<file path="config.mk">
export PLATFORM = sky130hd
export DESIGN_NAME = fifo_sync_v2
export DESIGN_NICKNAME = d
export VERILOG_FILES = /design/src/rtl/fifo_sync_v2_pkg.sv /design/src/rtl/fifo_sync_v2_mem.sv /design/src/rtl/fifo_sync_v2.sv
export SDC_FILE = /design/constraint.sdc
export NUM_CORES = 1
export LEC_CHECK = 0
export ABC_AREA = 1
export CORE_MARGIN = 3
export CORE_UTILIZATION = 40
export DETAILED_ROUTE_END_ITERATION = 7
export PLACE_DENSITY = 0.58
export SLEW_MARGIN = 20
export SYNTH_ARGS = -nofsm -noshare
export SYNTH_HDL_FRONTEND = slang
export SYNTH_SLANG_ARGS = --single-unit
</file>
<file path="constraint.sdc">
create_clock -name clk -period 2 [get_ports clk]
set_clock_uncertainty 0.15 [all_clocks]
set_input_delay 0.3 -clock clk [delete_from_list [all_inputs] [get_ports clk]]
set_output_delay 0.3 -clock clk [all_outputs]
set_load 0.005 [all_outputs]
</file>
<file path="src/rtl/fifo_sync_v2_pkg.sv">
// Shared types and helpers for the fifo_sync_v2 FIFO.
// Holds the read-mode enum, the index-wrap function and the parity function.
package fifo_sync_v2_pkg;

    typedef enum logic {
        MODE_STD  = 1'b0,
        MODE_FWFT = 1'b1
    } fifo_mode_e;

    localparam int PARITY_MAX_W = 1024;

    // Explicit wrap keeps non-power-of-2 depths correct.
    function automatic int unsigned next_idx(input int unsigned idx, input int unsigned depth);
        return (idx == depth - 1) ? 0 : idx + 1;
    endfunction

    function automatic logic even_parity(input logic [PARITY_MAX_W-1:0] data);
        return ^data;
    endfunction

endpackage

</file>
<file path="src/rtl/fifo_sync_v2_mem.sv">
// Simple dual-port storage for fifo_sync_v2.
// One synchronous write port and one asynchronous read port; contents are never reset.
module fifo_sync_v2_mem #(
    parameter int WIDTH = 8,
    parameter int DEPTH = 16,
    parameter int AW    = 4
) (
    input  logic             clk,
    input  logic             we,
    input  logic [AW-1:0]    waddr,
    input  logic [WIDTH-1:0] wdata,
    input  logic [AW-1:0]    raddr,
    output logic [WIDTH-1:0] rdata
);

    logic [WIDTH-1:0] mem [DEPTH];

    always_ff @(posedge clk) begin
        if (we) begin
            mem[waddr] <= wdata;
        end
    end

    assign rdata = mem[raddr];

endmodule

</file>
<file path="src/rtl/fifo_sync_v2.sv">
// Single-clock FIFO with any depth, standard or FWFT read mode, programmable almost flags,
// sticky error flags and flush. Define FIFO_SYNC_V2_PARITY_EN to add per-entry parity and parity_err.
module fifo_sync_v2
    import fifo_sync_v2_pkg::*;
#(
    parameter int  DATA_WIDTH = 8,
    parameter int  DEPTH      = 16,
    parameter int  FWFT       = 0,
    localparam int CNT_W      = $clog2(DEPTH + 1)
) (
    input  logic                  clk,
    input  logic                  rst_n,
    input  logic                  wr_en,
    input  logic [DATA_WIDTH-1:0] din,
    input  logic                  rd_en,
    output logic [DATA_WIDTH-1:0] dout,
    output logic                  dout_valid,
    input  logic                  flush,
    input  logic [CNT_W-1:0]      af_thresh,
    input  logic [CNT_W-1:0]      ae_thresh,
    input  logic                  clr_err,
    output logic                  full,
    output logic                  empty,
    output logic                  almost_full,
    output logic                  almost_empty,
    output logic [CNT_W-1:0]      count,
    output logic                  overflow,
`ifdef FIFO_SYNC_V2_PARITY_EN
    output logic                  parity_err,
`endif
    output logic                  underflow
);

    localparam int IDX_W = $clog2(DEPTH);
`ifdef FIFO_SYNC_V2_PARITY_EN
    localparam int MEM_W = DATA_WIDTH + 1;
`else
    localparam int MEM_W = DATA_WIDTH;
`endif
    localparam fifo_mode_e MODE = (FWFT != 0) ? MODE_FWFT : MODE_STD;

    logic [IDX_W-1:0] wr_idx, rd_idx;
    logic [MEM_W-1:0] wdata, rdata;
    logic             rd_ok, wr_ok, do_rd, do_wr;

    assign full         = (count == CNT_W'(DEPTH));
    assign empty        = (count == '0);
    assign almost_full  = (count >= af_thresh);
    assign almost_empty = (count <= ae_thresh);

    // A write while full is admitted only when a read frees a slot in the same cycle.
    assign rd_ok = rd_en && !empty;
    assign wr_ok = wr_en && (!full || rd_ok);
    assign do_rd = rd_ok && !flush;
    assign do_wr = wr_ok && !flush;

`ifdef FIFO_SYNC_V2_PARITY_EN
    logic rd_par_err;
    assign wdata      = {even_parity(PARITY_MAX_W'(din)), din};
    assign rd_par_err = even_parity(PARITY_MAX_W'(rdata[DATA_WIDTH-1:0])) != rdata[DATA_WIDTH];
`else
    assign wdata = din;
`endif

    fifo_sync_v2_mem #(
        .WIDTH (MEM_W),
        .DEPTH (DEPTH),
        .AW    (IDX_W)
    ) u_mem (
        .clk   (clk),
        .we    (do_wr),
        .waddr (wr_idx),
        .wdata (wdata),
        .raddr (rd_idx),
        .rdata (rdata)
    );

    always_ff @(posedge clk or negedge rst_n) begin
        if (!rst_n) begin
            wr_idx <= '0;
            rd_idx <= '0;
            count  <= '0;
        end else if (flush) begin
            wr_idx <= '0;
            rd_idx <= '0;
            count  <= '0;
        end else begin
            if (do_wr) wr_idx <= IDX_W'(next_idx(32'(wr_idx), DEPTH));
            if (do_rd) rd_idx <= IDX_W'(next_idx(32'(rd_idx), DEPTH));
            case ({do_wr, do_rd})
                2'b10:   count <= count + CNT_W'(1);
                2'b01:   count <= count - CNT_W'(1);
                default: count <= count;
            endcase
        end
    end

    // A new error event takes priority over clr_err; flush neither sets nor clears.
    always_ff @(posedge clk or negedge rst_n) begin
        if (!rst_n) begin
            overflow  <= 1'b0;
            underflow <= 1'b0;
        end else begin
            if (wr_en && !wr_ok && !flush) overflow <= 1'b1;
            else if (clr_err)              overflow <= 1'b0;
            if (rd_en && !rd_ok && !flush) underflow <= 1'b1;
            else if (clr_err)              underflow <= 1'b0;
        end
    end

    generate
        if (MODE == MODE_STD) begin : g_std
            always_ff @(posedge clk or negedge rst_n) begin
                if (!rst_n) begin
                    dout       <= '0;
                    dout_valid <= 1'b0;
`ifdef FIFO_SYNC_V2_PARITY_EN
                    parity_err <= 1'b0;
`endif
                end else if (flush) begin
                    dout_valid <= 1'b0;
`ifdef FIFO_SYNC_V2_PARITY_EN
                    parity_err <= 1'b0;
`endif
                end else begin
                    dout_valid <= do_rd;
                    if (do_rd) dout <= rdata[DATA_WIDTH-1:0];
`ifdef FIFO_SYNC_V2_PARITY_EN
                    parity_err <= do_rd && rd_par_err;
`endif
                end
            end
        end else begin : g_fwft
            assign dout       = rdata[DATA_WIDTH-1:0];
            assign dout_valid = !empty;
`ifdef FIFO_SYNC_V2_PARITY_EN
            assign parity_err = !empty && rd_par_err;
`endif
        end
    endgenerate

endmodule

</file>
; After elaboration in Yosys (flattened, before gate mapping)
; Memory sizes are Yosys's and may differ from the RTL's. A register that Yosys moved wholly into a read port is not among the register bits.
; Index checks and enable logic that the tools add are counted.
[word_totals]
ff_bits = 16
ramBits = 128
in_bits = 24
n_memories = 1
[op_classes]
add_sub_neg = 4
n_lt_le_gt_ge = 2
eq_ne = 5
muxes = 14
bitwise = 1
n_reduce_logical = 22
[mem_list]
columns = name, depth, word_bits, rd, rd_ports_with_merged_regs, write_ports, line_no
row1 = u_mem.mem, 16, 8, 1, 1, 1, fifo_sync_v2_mem.sv:16  ; logic [WIDTH-1:0] mem [DEPTH];
[ops]
columns = op, count
row1 = 4-bit 2-to-1 mux, 6
row2 = 5-bit one-hot mux with 2 select lines, 1
row3 = 4-bit by 1-bit adder with 4-bit output (second input constant), 2
row4 = 4-bit equality test (second input constant), 2
row5 = 1-bit logical AND, 8
row6 = 2-bit nonzero test, 4
row7 = 1-bit zero test, 6
row8 = 1-bit 2-to-1 mux, 6
row9 = 5-bit by 1-bit adder with 5-bit output (second input constant), 1
row10 = 5-bit equality test (second input constant), 1
row11 = 5-bit greater-or-equal comparator, 1
row12 = 5-bit <= comparator, 1
row13 = 5-bit zero test, 1
row14 = 5-bit 2-to-1 mux, 1
row15 = 5-bit by 1-bit subtractor with 5-bit output (second input constant), 1
row16 = 3-bit nonzero test, 1
row17 = 2-bit by 1-bit equality test with 1-bit output (second input constant), 1
row18 = 2-bit equality test (second input constant), 1
row19 = 2-bit AND reduction, 1
row20 = 1-bit logical OR, 1
row21 = 1-bit NOT, 1

; Depth between registers and ports, before layout
[depth]
ltp_word = 9
ltp_mapped = 16
ltp_nobuf = 16

; Cells and area by module
; From an unflattened synthesis, not the netlist that was laid out.
[unflattened]
hier_cells = 724
area_unflattened_um2 = 7150.6
[by_module_without_submodules]
columns = mod, instances, cells_per_inst, area_per_inst_um2
row1 = fifo_sync_v2_mem, 1, 543, 5606.6
row2 = fifo_sync_v2, 1, 181, 1544.0

; Worst setup path after synthesis
; OpenSTA, ideal clock, no wires.
[synth_path]
kind = register to register
start = register count[1]
end = register count[4]
setup_ps = 117
t_arrival_ps = 1708
path_slack_ps = 24
path_stages_with_launch = 15
cell_sequence = dfrtp_1 -> nor2_2 -> nand3_2 -> nand2_2 -> inv_2 -> nand2_2 -> inv_2 -> ha_1 -> nand4_1 -> nand2_1 -> inv_1 -> nand2_1 -> nand2_1 -> nand3_1 -> nand2_1
[synth_via]
elab_chain_len = 9
elab_cells_between_ends = 16
cone_classes = add/sub (2) / eq/ne (3) / mux (2) / reduce/logical (9)
[synth_lines]
columns = item, line_no
row1 = "start, declared", fifo_sync_v2.sv:26  ; output logic [CNT_W-1:0] count,
row2 = "start signal, assigned", fifo_sync_v2.sv:91  ; 2'b10: count <= count + CNT_W'(1);
row3 = "start signal, assigned", fifo_sync_v2.sv:92  ; 2'b01: count <= count - CNT_W'(1);
row4 = "start signal, assigned", fifo_sync_v2.sv:93  ; default: count <= count;
row5 = 5-bit zero test, fifo_sync_v2.sv:47  ; assign empty = (count == '0);
row6 = 1-bit zero test, fifo_sync_v2.sv:52  ; assign rd_ok = rd_en && !empty;
row7 = 1-bit logical AND, fifo_sync_v2.sv:52
row8 = 1-bit logical OR, fifo_sync_v2.sv:53  ; assign wr_ok = wr_en && (!full || rd_ok);
row9 = 1-bit logical AND, fifo_sync_v2.sv:53
row10 = 1-bit logical AND, fifo_sync_v2.sv:55  ; assign do_wr = wr_ok && !flush;
row11 = 2-bit by 1-bit equality test with 1-bit output or 2-bit equality test (tied branches), fifo_sync_v2.sv:90  ; case ({do_wr, do_rd})
row12 = 5-bit one-hot mux with 2 select lines, fifo_sync_v2.sv:90
row13 = 5-bit 2-to-1 mux, fifo_sync_v2.sv:83  ; end else if (flush) begin
; Several ways; a longest one is shown, not always the timed one.
; A chain may end at the register's enable or synchronous reset.

; Worst setup path in the final report
[layout_path]
start = register count[3]
end = output almost_full
[layout_via]
elab_chain_len = 1
[layout_lines]
columns = item, line_no
row1 = 5-bit greater-or-equal comparator, fifo_sync_v2.sv:48  ; assign almost_full = (count >= af_thresh);
row2 = "end, declared", fifo_sync_v2.sv:24  ; output logic almost_full,
; No other way between the ends.

==> metrics.txt <==
RSZ-0062 raised after global routing=yes; Detailed Routing Iterations Pass 1=5; Unique masters post-synth=31; ANT nets after route=0; Initial Util=0.4102; share of layout cells above drive strength 1=0.2661; CP Data Arrival Time=1.76 ns; fin. max-slew vios=0; largest net degree at the start of global routing=45; pwr/cell area=1196 nW/um^2; IO Pins=44; status=finished, violations left; final hold vios=0; kind of critical path=flip-flop to output port; Worst R2R Setup Slack=-0.18 ns; startpoint types=flip-flop; Reg-to-Reg End=count[4]$_DFFE_PN0P_; most used cell, CP=buf_4; global-route wire length before repair=25,330 um; final setup fails=116; DIE HEIGHT=133.9 um; CTS tree=yes; Ys Warns=0; clock-pin slew on the worst setup and hold paths=0.06 ns; Routed Wire Length=16,300 um; number of synthesized flops with an enable pin=128; htree depth=4; Clock Sinks=152; Max Clk Rate=0.4530 GHz; CP Data Required Time=1.55 ns; max incr delay on CP=0.45 ns; initial antenna violation count=0; FP Rows=46; Area Overhead vs Synth=34.26%; Tot Pwr=10.50 mW; vias in the first global route=4,629; Layout Cells excl Fill=885; worst-path fanout max=4; worst skew pair latency=0.43 ns; Top FF cell, synth=edfxtp_1; post-synthesis cell area=6540 sq um; maximum VDD drop=730.4 uV; critical-path cell list=buf_4 -> buf_4 -> ha_1 -> a21oi_1 -> o21bai_1 -> buf_2; fill count=1,325; Hold Path Class=input port to async pin; Seq/Total Area, Yosys=0.6795; actual slew at the worst max-slew pin=0.6388 ns; crit path time final=2.208 ns; # nets final=697; #FFs+latches synth=152; Pleak=3.203 nW; CP Capture Type=output port; Post-route DRC=0; failing checks=negative setup slack; IO buf count=43; fin worst setup slack=-0.2076 ns; Synth Instances=549; die span in x=133.9 um; Placeable Area=15,940 sq um; dpl cells=844; Slew headroom=0.5728; worst slack at placement=-0.4752 ns; gpl congestion=0.8335; total CTS buffers=17; Total GRT Usage=0.1869; ys async rst share=0.1579; full die area=17,920 sq um; post-DP HPWL=10,600 um; clock buffer depth=2; Mapped Nets=590; Root Buffer=clkbuf_16; Worst Reg-to-Reg Cells=17; Diodes inserted=0; drt wl/cell=18.41 um; Vias=4,720; part of the cycle the worst path needs=1.104; Max stage delay cell, worst path=dfrtp_2; Congestion Overflow GR=0; max_cap viols=0; DR vias/cell=5.333; reg2reg start=count[1]$_DFFE_PN0P_; Iteration-0 DRC Markers=391; syn_area_per_cell=11.91 sq um
==> state kept, by name, summed over array words and instances, names as in the netlist <==
register    count
overflow        1
dout            8
underflow       1
u_mem.mem     128
count           5
dout_valid      1
wr_idx          4
rd_idx          4
==> routing by layer <==
layer | part of all wire | global-route usage
met4 | 0.017 | 0.06343
met5 | 0 | 0
met3 | 0.034 | 0.04051
met2 | 0.51 | 0.3127
met1 | 0.44 | 0.2429
==> layout by cell type (no fill, tap or decap), drive strengths merged <==
| cell | synthesis | routed |
|---|---|---|
| edfxtp | 128 | 128 |
| nor2 | 97 | 97 |
| buf | 16 | 76 |
| o21ai | 75 | 75 |
| nand2 | 46 | 46 |
| inv | 40 | 40 |
| clkdlybuf4s50 | 0 | 39 |
| dfrtp | 24 | 24 |
| clkbuf | 12 | 23 |
| o221ai | 17 | 17 |
| ha | 17 | 17 |
| o211ai | 16 | 16 |
| nand3 | 16 | 16 |
| o22ai | 15 | 15 |
| a31oi | 8 | 8 |
| a21oi | 5 | 5 |
| nor3 | 5 | 5 |
| clkinv | 2 | 5 |
| bufinv | 0 | 4 |
| clkinvlp | 0 | 3 |
| nand4 | 3 | 3 |
| o21bai | 2 | 2 |
| xor2 | 2 | 2 |
| o32ai | 2 | 2 |
| xnor2 | 1 | 1 |
==> stage by stage <==
stage / hold slack, ns / cell area [sq um] / setup TNS (ns) / utilization
after global placement: 0.3586 / 7620 / -31.81 / 0.4779
after floorplan: -0.1456 / 6540 / 0 / -
after detailed placement: 0.3724 / 7620 / -33.69 / 0.4779
after CTS: 0.1042 / 8504 / -4.398 / 0.5334
after global routing: 0.1334 / 8781 / -22.63 / 0.5508
final: 0.1051 / 8781 / -14.35 / 0.5508
==> how the worst max path moves through the flow <==
| stage | cells after the start | slack (ns) | from | to |
|---|---|---|---|---|
| after global routing | 9 | -0.28 | count[0]$_DFFE_PN0P_ | almost_full |
| final | 6 | -0.21 | count[3]$_DFFE_PN0P_ | almost_full |
| after global placement | 7 | -0.41 | ae_thresh[2] | almost_empty |
| after floorplan | 14 | 0.02 | count[1]$_DFFE_PN0P_ | count[4]$_DFFE_PN0P_ |
| after CTS | 7 | -0.23 | count[2]$_DFFE_PN0P_ | almost_full |
| after detailed placement | 7 | -0.48 | ae_thresh[2] | almost_empty |
==> power by group <==
group / internal (mW) / switching, mW
combinational: 1.50 / 1.82
sequential: 3.63 / 0.174
clock: 2.16 / 1.23
total: 7.29 / 3.22
==> cells by family after synthesis <==
| kind of cell | Yosys count | share of synthesized area |
|---|---|---|
| DFF | 152 | 0.6795 |
| xor gates and xnor gates | 3 | 0.004018 |
| AOI/OAI and AO/OA | 140 | 0.1293 |
| adders and majority gates | 17 | 0.03252 |
| buffers and inverters | 70 | 0.04764 |
| and+or+nand+nor | 167 | 0.1069 |
==> Yosys cell counts, drive strengths merged, types with 12 or more instances <==
cell    count  area share
edfxtp    128        0.59
nor2       97       0.056
o21ai      75       0.057
nand2      46       0.028
inv        40       0.023
dfrtp      24       0.092
ha         17       0.033
o221ai     17       0.023
buf        16       0.016
nand3      16       0.015
o211ai     16       0.018
o22ai      15       0.014
clkbuf     12      0.0069
==> cell type report <==
type                            instances  area, sq um  area share
Inverter                               42        165.2     0.01881
Tap cell                              216        270.3     0.03078
Clock inverter                         10        166.4     0.01895
Timing Repair Buffer                  116         1109      0.1262
Clock buffer                           22        464.2     0.05286
Multi-Input combinational cell        327         2157      0.2457
Sequential cell                       152         4449      0.5067
==> what timing repair did <==
item / 4_1_cts / 5_1_grt
pin swaps: 12 / 28
hold buffers: 0 / 0
endpoints found under the setup margin: 28 / 138
gates resized for setup: 59 / 74
setup buffers: 9 / 6
==> worst max-delay path: cells and delay by family (launching register included) <==
kind / cells / cell delay [ns]
adders and majority gates: 1 / 0.27
DFF: 1 / 0.45
buffers and inverters: 3 / 0.41
AOI/OAI and AO/OA: 2 / 0.21
(Power assumes the default switching activity.)
